$ cat src/rtl/op2_shifter.sv
// rtl/op2_shifter.sv - iterative ARM register-shift operand-2 unit; define SHIFTER_FAST_EN for up to 4 steps per edge
module op2_shifter #(
  parameter int WordWidth = 32
) (
  input  logic                 in_Clk,
  input  logic                 in_Rst_N,
  input  logic                 in_Start,
  input  logic [WordWidth-1:0] in_Rm,
  input  logic [1:0]           in_ShiftType,
  input  logic [7:0]           in_ShiftAmt,
  input  logic                 in_Carry,
  output logic                 out_Busy,
  output logic                 out_Done,
  output logic [WordWidth-1:0] out_Op2,
  output logic                 out_ShifterCarry
);

  localparam int CW = $clog2(WordWidth + 2);
  localparam int AW = $clog2(WordWidth);
`ifdef SHIFTER_FAST_EN
  localparam int STEPS = 4;
`else
  localparam int STEPS = 1;
`endif

  typedef enum logic [1:0] {S_IDLE, S_SHIFT, S_DONE} state_t;

  state_t         state;
  logic [CW-1:0]  cnt;
  logic [1:0]     shift_type;
  logic [CW-1:0]  start_n;
  logic [CW-1:0]  step_cnt;
  logic [WordWidth-1:0] step_op2;
  logic           step_c;
  logic [AW-1:0]  rot_amt;
  logic           start_ok;

  assign start_ok = in_Start && (state == S_IDLE || state == S_DONE);
  assign rot_amt  = in_ShiftAmt[AW-1:0];
  assign step_cnt = (cnt > CW'(STEPS)) ? CW'(STEPS) : cnt;

  // Step count: amounts past the point where the result saturates are clamped.
  always_comb begin
    start_n = '0;
    case (in_ShiftType)
      2'b00, 2'b01:
        start_n = (in_ShiftAmt > 8'(WordWidth + 1)) ? CW'(WordWidth + 1) : CW'(in_ShiftAmt);
      2'b10:
        start_n = (in_ShiftAmt > 8'(WordWidth)) ? CW'(WordWidth) : CW'(in_ShiftAmt);
      default:
        if (in_ShiftAmt == 8'd0)
          start_n = '0;
        else if (rot_amt == '0)
          start_n = CW'(WordWidth);
        else
          start_n = CW'(rot_amt);
    endcase
  end

  always_comb begin
    step_op2 = out_Op2;
    step_c   = out_ShifterCarry;
    for (int i = 0; i < STEPS; i++) begin
      if (CW'(i) < cnt) begin
        case (shift_type)
          2'b00: begin
            step_c   = step_op2[WordWidth-1];
            step_op2 = {step_op2[WordWidth-2:0], 1'b0};
          end
          2'b01: begin
            step_c   = step_op2[0];
            step_op2 = {1'b0, step_op2[WordWidth-1:1]};
          end
          2'b10: begin
            step_c   = step_op2[0];
            step_op2 = {step_op2[WordWidth-1], step_op2[WordWidth-1:1]};
          end
          default: begin
            step_c   = step_op2[0];
            step_op2 = {step_op2[0], step_op2[WordWidth-1:1]};
          end
        endcase
      end
    end
  end

  always_ff @(posedge in_Clk) begin
    if (!in_Rst_N) begin
      state            <= S_IDLE;
      cnt              <= '0;
      shift_type       <= 2'b00;
      out_Op2          <= '0;
      out_ShifterCarry <= 1'b0;
      out_Busy         <= 1'b0;
      out_Done         <= 1'b0;
    end else begin
      case (state)
        S_SHIFT: begin
          out_Op2          <= step_op2;
          out_ShifterCarry <= step_c;
          cnt              <= cnt - step_cnt;
          if (cnt <= CW'(STEPS)) begin
            state    <= S_DONE;
            out_Busy <= 1'b0;
            out_Done <= 1'b1;
          end
        end
        default: begin
          if (start_ok) begin
            out_Op2          <= in_Rm;
            out_ShifterCarry <= in_Carry;
            shift_type       <= in_ShiftType;
            cnt              <= start_n;
            if (start_n == '0) begin
              state    <= S_DONE;
              out_Busy <= 1'b0;
              out_Done <= 1'b1;
            end else begin
              state    <= S_SHIFT;
              out_Busy <= 1'b1;
              out_Done <= 1'b0;
            end
          end else begin
            state    <= S_IDLE;
            out_Busy <= 1'b0;
            out_Done <= 1'b0;
          end
        end
      endcase
    end
  end

endmodule
$ cat config.mk
export PLATFORM = sky130hd
export DESIGN_NAME = op2_shifter
export DESIGN_NICKNAME = d
export VERILOG_FILES = /design/src/rtl/op2_shifter.sv
export SDC_FILE = /design/constraint.sdc
export NUM_CORES = 1
export LEC_CHECK = 0
export CAP_MARGIN = 20
export CELL_PAD_IN_SITES_DETAIL_PLACEMENT = 1
export CELL_PAD_IN_SITES_GLOBAL_PLACEMENT = 1
export CORE_MARGIN = 5
export CORE_UTILIZATION = 35
export DETAILED_ROUTE_END_ITERATION = 8
export PLACE_DENSITY_LB_ADDON = 0.1
export SYNTH_ARGS = -nofsm -noshare
export SYNTH_HDL_FRONTEND = slang
export SYNTH_SLANG_ARGS = --single-unit
$ cat constraint.sdc
create_clock -name in_Clk -period 3.2 [get_ports in_Clk]
set_clock_uncertainty 0.1 [all_clocks]
set_input_delay 0.32 -clock in_Clk [delete_from_list [all_inputs] [get_ports in_Clk]]
set_output_delay 0.32 -clock in_Clk [all_outputs]
set_load 0.02 [all_outputs]
# After elaboration in Yosys (flattened, before gate mapping)
# Index checks and enable logic that the tools add are counted.
# word_totals
register_bits	45
latchBits	0
ram_bits	0
mem_bits_ro	0
in_bits	46
output_inout_bits	35
wordCells	65
n_memories	0
# op_classes
addsub	1
multipliers	0
div_mod_pow	0
magnitude_cmp	5
n_eq_ne	9
n_shift	0
mux	28
n_bitwise	1
reduce_logical	13
# ops
cell	count
32-bit 2-to-1 mux	3
32-bit case mux with 3 select lines	1
6-bit 2-to-1 mux	7
8-bit by 6-bit > comparator with 1-bit output (second input constant)	2
1-bit 2-to-1 mux	12
6-bit case mux with 2 select lines	1
8-bit logical NOT	1
2-bit 2-to-1 mux	4
2-bit by 1-bit equality test with 1-bit output (second input constant)	3
2-bit equality test (second input constant)	3
6-bit by 1-bit > comparator with 1-bit output (second input constant)	1
6-bit by 1-bit less-or-equal comparator with 1-bit output (second input constant)	1
2-bit logical NOT	3
6-bit logical NOT	1
1-bit by 6-bit < comparator with 1-bit output (first input constant)	1
2-bit inequality test (second input constant)	3
6-bit subtractor	1
5-bit logical NOT	1
2-bit AND reduction	2
3-bit AND reduction	1
2-bit nonzero test	1
2-bit OR reduction	1
1-bit logical AND	1
1-bit logical OR	1
1-bit NOT	1

# Logic depth before layout (Yosys ltp)
# Gate-level depths: netlist of the first run.
# logic_depth
word_depth	8
depth_mapped	7
ltp_nobuf	7

# Least setup slack after synthesis of the first run
# No wires, ideal clock.
# synth_path
path_type	register to register
start	register state[0]
end	register out_Op2[10]
setup_ns	0.117
arrival_ns	1.525
path_slack_ns	1.458
path_stages_with_launch	7
synth_period_minus_slack_ns	1.742
path_cell_list	dfxtp_1 > nor3b_4 > a32oi_4 > and2_4 > buf_6 > buf_6 > a22o_1
# synth_via
elab_chain_cells	5
# synth_rtl
item	line	source
start: declaration	28	state_t state;
start signal: assignment	89	state <= S_IDLE;
start signal: assignment	103	state <= S_DONE;
start signal: assignment	115	state <= S_DONE;
2-bit equality test / 2-bit logical NOT (equally long branches)	38	assign start_ok = in_Start && (state == S_IDLE || state == S_DONE);
1-bit logical OR	38	
1-bit logical AND	38	
2-bit nonzero test (no source line)	n/a	
2-bit AND reduction (no source line)	n/a	
end signal: assignment	99	out_Op2 <= step_op2;
end signal: assignment	110	out_Op2 <= in_Rm;
end: declaration	14	output logic [WordWidth-1:0] out_Op2,
# Parallel ways exist; a longest one is shown, timed or not.
# A chain may end at the register's enable or synchronous reset.

# Final worst setup path of the first run
# layout_path
start	register state[1]
end	register out_ShifterCarry
# layout_via
elab_chain_cells	5
# layout_rtl
item	line	source
2-bit equality test / 2-bit logical NOT (equally long branches)	38	
1-bit logical OR	38	
1-bit logical AND	38	
2-bit nonzero test (no source line)	n/a	
2-bit AND reduction (no source line)	n/a	
end signal: assignment	100	out_ShifterCarry <= step_c;
end signal: assignment	111	out_ShifterCarry <= in_Carry;
end: declaration	15	output logic out_ShifterCarry
# Parallel ways exist; a longest one is shown, timed or not.

==> qor.csv, run 1 <==
stage,metric,value,unit
sta,final setup fails,0,
hold_path,Hold Path Class,reg -> reg,
grt,gr usage total,15.4,%
hold_path,hold wc startpoint,out_ShifterCarry$_SDFFE_PN0P_,
clock_network,hold_buf cts,0,
yosys,synthesized area,2340,sq um
route,drt pass-1 iters,4,
route,DR iter-0 viols,61,
final_layout,layout cell share with drive strength beyond 1,5.72,%
clock_network,clk slew on worst S/H paths,80,ps
route,Antenna Nets Post-Route,0,
clock_network,CTS buffer count,5,
final_layout,area delta synth->final,38.8,%
floorplanning,FP Rows,29,
route,DRC Markers,0,
grt,grt ovf,0,
clock_network,Num Clock Sinks,43,
critical_path,Worst EP required,3340,ps
sta,Max Freq,523,MHz
grt,global-route wire length before repair,10700,um
sta,fin crit period,1910,ps
floorplanning,die area,8420,sq um
final_layout,Multi-input gate area,1350,sq um
critical_path,"delay-heaviest family, CP",simple AND/OR/NAND/NOR gates,
clock_network,clock root cell,clkbuf_8,
sta,setup_tns,0,ps
yosys,xor/xnor cell area share of the yosys netlist,0,%
critical_path,critical path class,reg -> reg,
final_layout,Reg area,861,sq um
sta,worst hold slack,421,ps
pwr,Net Sw Frac,32.5,%
sta,Worst-Margin Slew,536,ps
route,WL/cell,16.4,um
critical_path,CP Buf/Inv Count,0,
clock_network,later-pin clock latency in the skew report,290,ps
pwr,clock share of power,25.4,%
status,status,"complete, no violations",
floorplanning,core area,6420,sq um
critical_path,CP max-delay cell,and2_4,
place,GPL Wtd Cong,0.787,
yosys,post-synth net total,310,
clock_network,CTS tree,done,
grt,antenna violations before repair,0,
yosys,register area share after synthesis,36.8,%
sta,"Slew Viols, Final",0,
yosys,fraction of the mapped netlist area in adder cells,0.534,%
pwr,Int Pwr,0.00109,W
grt,vias in the first global route,2175,
floorplanning,IO Pins,81,
yosys,Unique masters post-synth,40,
yosys,#FFs+latches synth,43,
final_layout,"commonest non-fill, non-tap cell in the layout",clkdlybuf4s50_1,
place,IO Port Bufs,80,
final_layout,fin nets,379,
final_layout,fillcell total,757,
critical_path,CP max stage delay,420,ps
floorplanning,Initial Util,36.5,%
pwr,Logic pwr share,33.0,%
yosys,main combinational cell family by area after synthesis,compound AO/OA/AOI/OAI gates,
critical_path,worst setup path start,state[1]$_SDFFE_PN0P_,
route,DR vias,2222,
sta,Slew HR,64.3,%
sta,Final period util,59.7,%
yosys,"Avg Cell Area, Syn",8.90,sq um
yosys,Mapped Cells,263,
critical_path,worst-path maximum fanout,31,
final_layout,ANT cells,0,
yosys,Compound-Gate Fraction of Synth Area,27.8,%
clock_network,post_cts resized,0,
route,via/cell ratio,5.43,
critical_path,Critical Path Sink Type,register,
pwr,Max rail drop VDD,0.179,mV
place,HPWL after detailed placement,4880,um
pwr,sequential share of power,41.6,%
sta,RSZ-0062 raised after global routing,no,
clock_network,clock buffer depth,2,
yosys,post-synthesis simple-gate area fraction,15.2,%
yosys,Synth warnings,0,
route,total wire length,6720,um
floorplanning,Chip Height,91.8,um
critical_path,"Data arrival, critical path",2050,ps
run,Max-Cap Viols,0,
pwr,pwr dens,497,nW/um^2
pwr,leakage,1.35,nW
critical_path,reg2reg start,state[1]$_SDFFE_PN0P_,
yosys,mux cell area share after synthesis,13.7,%
clock_network,CTS H-tree depth,2,
floorplanning,Die W,91.8,um
sta,Hold Fails Final Rpt,0,
critical_path,crit path launch type,register,
pwr,Psw,0.000525,W
critical_path,critical-path cell list,nand2b_2 > a32oi_4 > and2_4 > a22o_1,
final_layout,most frequent cells in the layout,"clkdlybuf4s50_1 (80), nand2_1 (43), dfxtp_1 (43)",
grt,largest net degree at the start of global routing,49,
clock_network,postcts setup bufs,0,
power groups by stage:
stage | clock network (W) | registers, W | logic [W]
after floorplan | 0 | 0.000724 | 0.000275
after global placement | 0 | 0.000683 | 0.000526
after detailed placement | 0 | 0.000684 | 0.000534
after CTS | 0.000423 | 0.000672 | 0.000537
after global routing | 0.000446 | 0.000683 | 0.000576
final | 0.000410 | 0.000672 | 0.000532
Yosys cell counts:
cell,n,share of area [%]
a211o_1,1,0.37
a211oi_1,3,0.96
a21boi_0,1,0.32
a21oi_1,7,1.5
a22o_1,31,12
a22oi_1,4,1.3
a31oi_1,2,0.53
a32o_1,1,0.43
a32oi_4,1,1.2
and2_4,1,0.37
and2b_1,1,0.32
buf_2,8,1.7
buf_4,3,0.96
buf_6,4,1.9
clkbuf_1,6,0.96
dfxtp_1,43,37
ha_1,1,0.53
inv_1,3,0.48
mux2i_1,32,14
nand2_1,43,6.9
nand2b_1,3,0.80
nand3_1,4,0.86
nand3b_1,1,0.32
nor2_1,9,1.4
nor2_2,1,0.27
nor2b_1,1,0.27
nor3_1,1,0.21
nor3_4,1,0.70
nor3b_4,1,0.80
nor4_1,2,0.53
nor4b_2,1,0.64
nor4bb_1,1,0.43
o21ai_0,31,6.6
o21ai_1,2,0.43
o22a_1,1,0.37
o311ai_0,1,0.37
o31ai_1,3,0.96
o32ai_1,1,0.37
o41a_1,1,0.48
or4_1,1,0.32
worst register-to-register path: cells and delay by family, from the launching register on:
kind               cells  cell delay (ps)
AOI/OAI and AO/OA      2              590
and+or+nand+nor        2              820
DFF                    1              350
routing by layer:
| layer | vias to the layer above | wire, um | track usage, % |
|---|---|---|---|
| met1 | 1045 | 3300 | 21.5 |
| met5 | - | 0 | 0 |
| met4 | 0 | 72 | 4.33 |
| met3 | 8 | 400 | 3.85 |
| li1 | 1108 | - | - |
| met2 | 61 | 2940 | 23.5 |
registers in the layout, indices dropped and copies added, names as in the netlist:
| register | count |
|---|---|
| out_ShifterCarry | 1 |
| cnt | 6 |
| shift_type | 2 |
| state | 2 |
| out_Op2 | 32 |
cells by family after synthesis:
logic type,count (synthesis)
DFF,43
adders and majority gates,1
and+or+nand+nor,72
muxes,32
AOI/OAI and AO/OA,91
buffers and inverters,24
per-stage QoR:
| step | setup WS (ps) | total power, W | util (%) | instances | cell area, sq um |
|---|---|---|---|---|---|
| 2_1_floorplan | 1460 | 0.00100 | - | 263 | 2340 |
| 3_3_place_gp | 1070 | 0.00121 | 48.9 | 402 | 3140 |
| 3_5_place_dp | 1010 | 0.00122 | 48.9 | 402 | 3140 |
| 4_1_cts | 1260 | 0.00163 | 50.6 | 409 | 3250 |
| 5_1_grt | 1120 | 0.00171 | 50.6 | 409 | 3250 |
| 6_report | 1290 | 0.00161 | 50.6 | 409 | 3250 |
worst paths after layout:
path / to / slack, ps / cells past startpoint
max: out_ShifterCarry$_SDFFE_PN0P_ / 1290 / 4
min reg2reg: out_ShifterCarry$_SDFFE_PN0P_ / 420 / 1
min: out_ShifterCarry$_SDFFE_PN0P_ / 420 / 1
max reg2reg: out_ShifterCarry$_SDFFE_PN0P_ / 1290 / 4
area by class of cell:
cell class                      instances  area share, %
Inverter                                3          0.347
Clock buffer                            5           2.12
Timing Repair Buffer                   83           25.3
Multi-Input combinational cell        196           41.6
Sequential cell                        43           26.5
Tap cell                               77           2.96
Clock inverter                          2           1.16
(Power assumes the default switching activity.)
==> run 2: changes to the inputs <==
--- a/config.mk
+++ b/config.mk
@@ -9,7 +9,7 @@
 export CELL_PAD_IN_SITES_DETAIL_PLACEMENT = 1
 export CELL_PAD_IN_SITES_GLOBAL_PLACEMENT = 1
 export CORE_MARGIN = 5
-export CORE_UTILIZATION = 35
+export CORE_UTILIZATION = 33
 export DETAILED_ROUTE_END_ITERATION = 8
 export PLACE_DENSITY_LB_ADDON = 0.1
 export SYNTH_ARGS = -nofsm -noshare
==> constraint.sdc (replaced) <==
create_clock -name in_Clk -period 1.92 [get_ports in_Clk]
set_clock_uncertainty 0.1 [all_clocks]
set_input_delay 0.192 -clock in_Clk [delete_from_list [all_inputs] [get_ports in_Clk]]
set_output_delay 0.192 -clock in_Clk [all_outputs]
set_load 0.02 [all_outputs]
==> run 2 against run 1 <==
First-iteration DRC count shrank 26%; non-clock buffer count rose by 6; count of clock-buffer cells in the layout up 1; via count increased by 1.0%; flip-flop and latch count did not move; sequential share of layout area shrank 0.45 points; maximum frequency increased by 8.5%; clock power grew 42%; design area increased by 1.9%.
==> qor.csv, run 2 (same netlist as run 1, synthesis figures left out) <==
stage,metric,value,unit
pwr,pwr dens,788,nW/um^2
final_layout,top flop regs,"out_Op2: 32 flops, cnt: 6 flops",
grt,global-route wire length before repair,11500,um
place,GPL Wtd Cong,0.720,
sta,final setup fails,0,
place,HPWL after detailed placement,5040,um
critical_path,Worst EP required,2040,ps
floorplanning,Chip Height,94.2,um
critical_path,worst setup path start,cnt[1]$_SDFFE_PN0P_,
clock_network,CTS buffer count,5,
critical_path,critical path class,reg -> reg,
final_layout,Top reg by flops,out_Op2,
sta,Slew HR,76.4,%
floorplanning,Initial Util,34.3,%
final_layout,number of flip-flops in the largest register,32,
route,Antenna Nets Post-Route,0,
sta,"Slew Viols, Final",0,
sta,Worst-Margin Slew,351,ps
clock_network,later-pin clock latency in the skew report,300,ps
clock_network,clock buffer depth,2,
grt,largest net degree at the start of global routing,37,
route,DR iter-0 viols,45,
route,total wire length,6860,um
route,via/cell ratio,5.16,
final_layout,layout cell share with drive strength beyond 1,7.67,%
route,WL/cell,15.8,um
hold_path,Hold Path Class,reg -> reg,
route,DR vias,2245,
critical_path,"Data arrival, critical path",1890,ps
place,Cell Count Post-Placement,427,
sta,fin crit period,1760,ps
pwr,Max rail drop VDD,0.275,mV
route,drt pass-1 iters,4,
clock_network,CTS tree,done,
grt,antenna violations before repair,0,
final_layout,most frequent cells in the layout,"clkdlybuf4s50_1 (80), nand2_1 (43), dfxtp_1 (42)",
final_layout,area delta synth->final,41.4,%
floorplanning,Die W,94.2,um
critical_path,worst-path maximum fanout,5,
status,status,"complete, no violations",
floorplanning,die area,8880,sq um
run,Max-Cap Viols,0,
final_layout,fin nets,385,
grt,grt ovf,0,
floorplanning,core area,6830,sq um
floorplanning,IO Pins,81,
pwr,Overall Power,0.00261,W
place,IO Port Bufs,80,
grt,gr usage total,16.0,%
sta,Final period util,91.8,%
grt,vias in the first global route,2355,
floorplanning,FP Rows,30,
final_layout,"commonest non-fill, non-tap cell in the layout",clkdlybuf4s50_1,
final_layout,ANT cells,0,
clock_network,CTS H-tree depth,2,
final_layout,final non-filler cell total,435,
clock_network,clk slew on worst S/H paths,90,ps
sta,RSZ-0062 raised after global routing,no,
critical_path,crit path launch type,register,
sta,Max Freq,567,MHz
critical_path,Critical Path Sink Type,register,
sta,Hold Fails Final Rpt,0,
pwr,leakage,1.38,nW
route,DRC Markers,0,
hold_path,hold wc startpoint,out_ShifterCarry$_SDFFE_PN0P_,
clock_network,Num Clock Sinks,43,
clock_network,clock root cell,clkbuf_8,
critical_path,reg2reg start,cnt[1]$_SDFFE_PN0P_,
sta,setup_tns,0,ps
run 2: final timing paths:
| path | end | slack, ps | cells after the start |
|---|---|---|---|
| worst min register to register | out_ShifterCarry$_SDFFE_PN0P_ | 380 | 1 |
| worst min-delay path | out_ShifterCarry$_SDFFE_PN0P_ | 380 | 1 |
| worst max-delay path | cnt[2]$_SDFFE_PN0P_ | 160 | 6 |
| worst max register to register | cnt[2]$_SDFFE_PN0P_ | 160 | 6 |
run 2: timing repair:
item	in CTS	in global routing
hold endpoints to repair	0	0
hold buffers	0	0
buffers inserted	0	0
resized for setup	0	1
endpoints found under the setup margin	0	2
run 2: area by class of cell:
cell class,instances,area (sq um)
well taps,96,120
flip-flops and latches,43,862
inverters,3,11.3
multi-input cells,196,1350
clock buffers,6,72.6
clock inverters,2,12.5
repair buffers,89,881
fillers,794,3520
run 2: power breakdown:
part,switching [W],internal (W)
clock,0.000328,0.000255
combinational,0.000452,0.000459
sequential,0.000120,0.000995
run 2: per-stage QoR:
stage	cell area, sq um	worst slack [ps]	util [%]	hold WS (ps)
6_report	3310	157	48.5	384
5_1_grt	3310	16.9	48.5	406
4_1_cts	3310	107	48.4	389
3_5_place_dp	3220	27.9	47.2	367
3_3_place_gp	3220	60.1	47.2	359
2_1_floorplan	2340	178	-	218
run 2: per-layer routing:
layer | vias to the layer above | track usage, % | part of all wire [%]
met5 | - | 0 | 0
met4 | 0 | 4.09 | 1.0
met3 | 7 | 4.01 | 5.1
met2 | 51 | 26.2 | 46
met1 | 1065 | 20.9 | 48
li1 | 1122 | - | -
run 2: critical path, cell delays in order (launching register included):
cell,delay [ps]
dfxtp_1,410
nor2_2,100
nand2_1,140
nand2b_1,80
ha_1,210
or4_1,480
a31oi_1,170
==> run 3: changes to the inputs <==
--- a/config.mk
+++ b/config.mk
@@ -12,6 +12,7 @@
 export CORE_UTILIZATION = 33
 export DETAILED_ROUTE_END_ITERATION = 8
 export PLACE_DENSITY_LB_ADDON = 0.1
+export SLEW_MARGIN = 20
 export SYNTH_ARGS = -nofsm -noshare
 export SYNTH_HDL_FRONTEND = slang
 export SYNTH_SLANG_ARGS = --single-unit
==> results of run 3 <==
Final layout, timing and power as in run 2 (identical DEF).
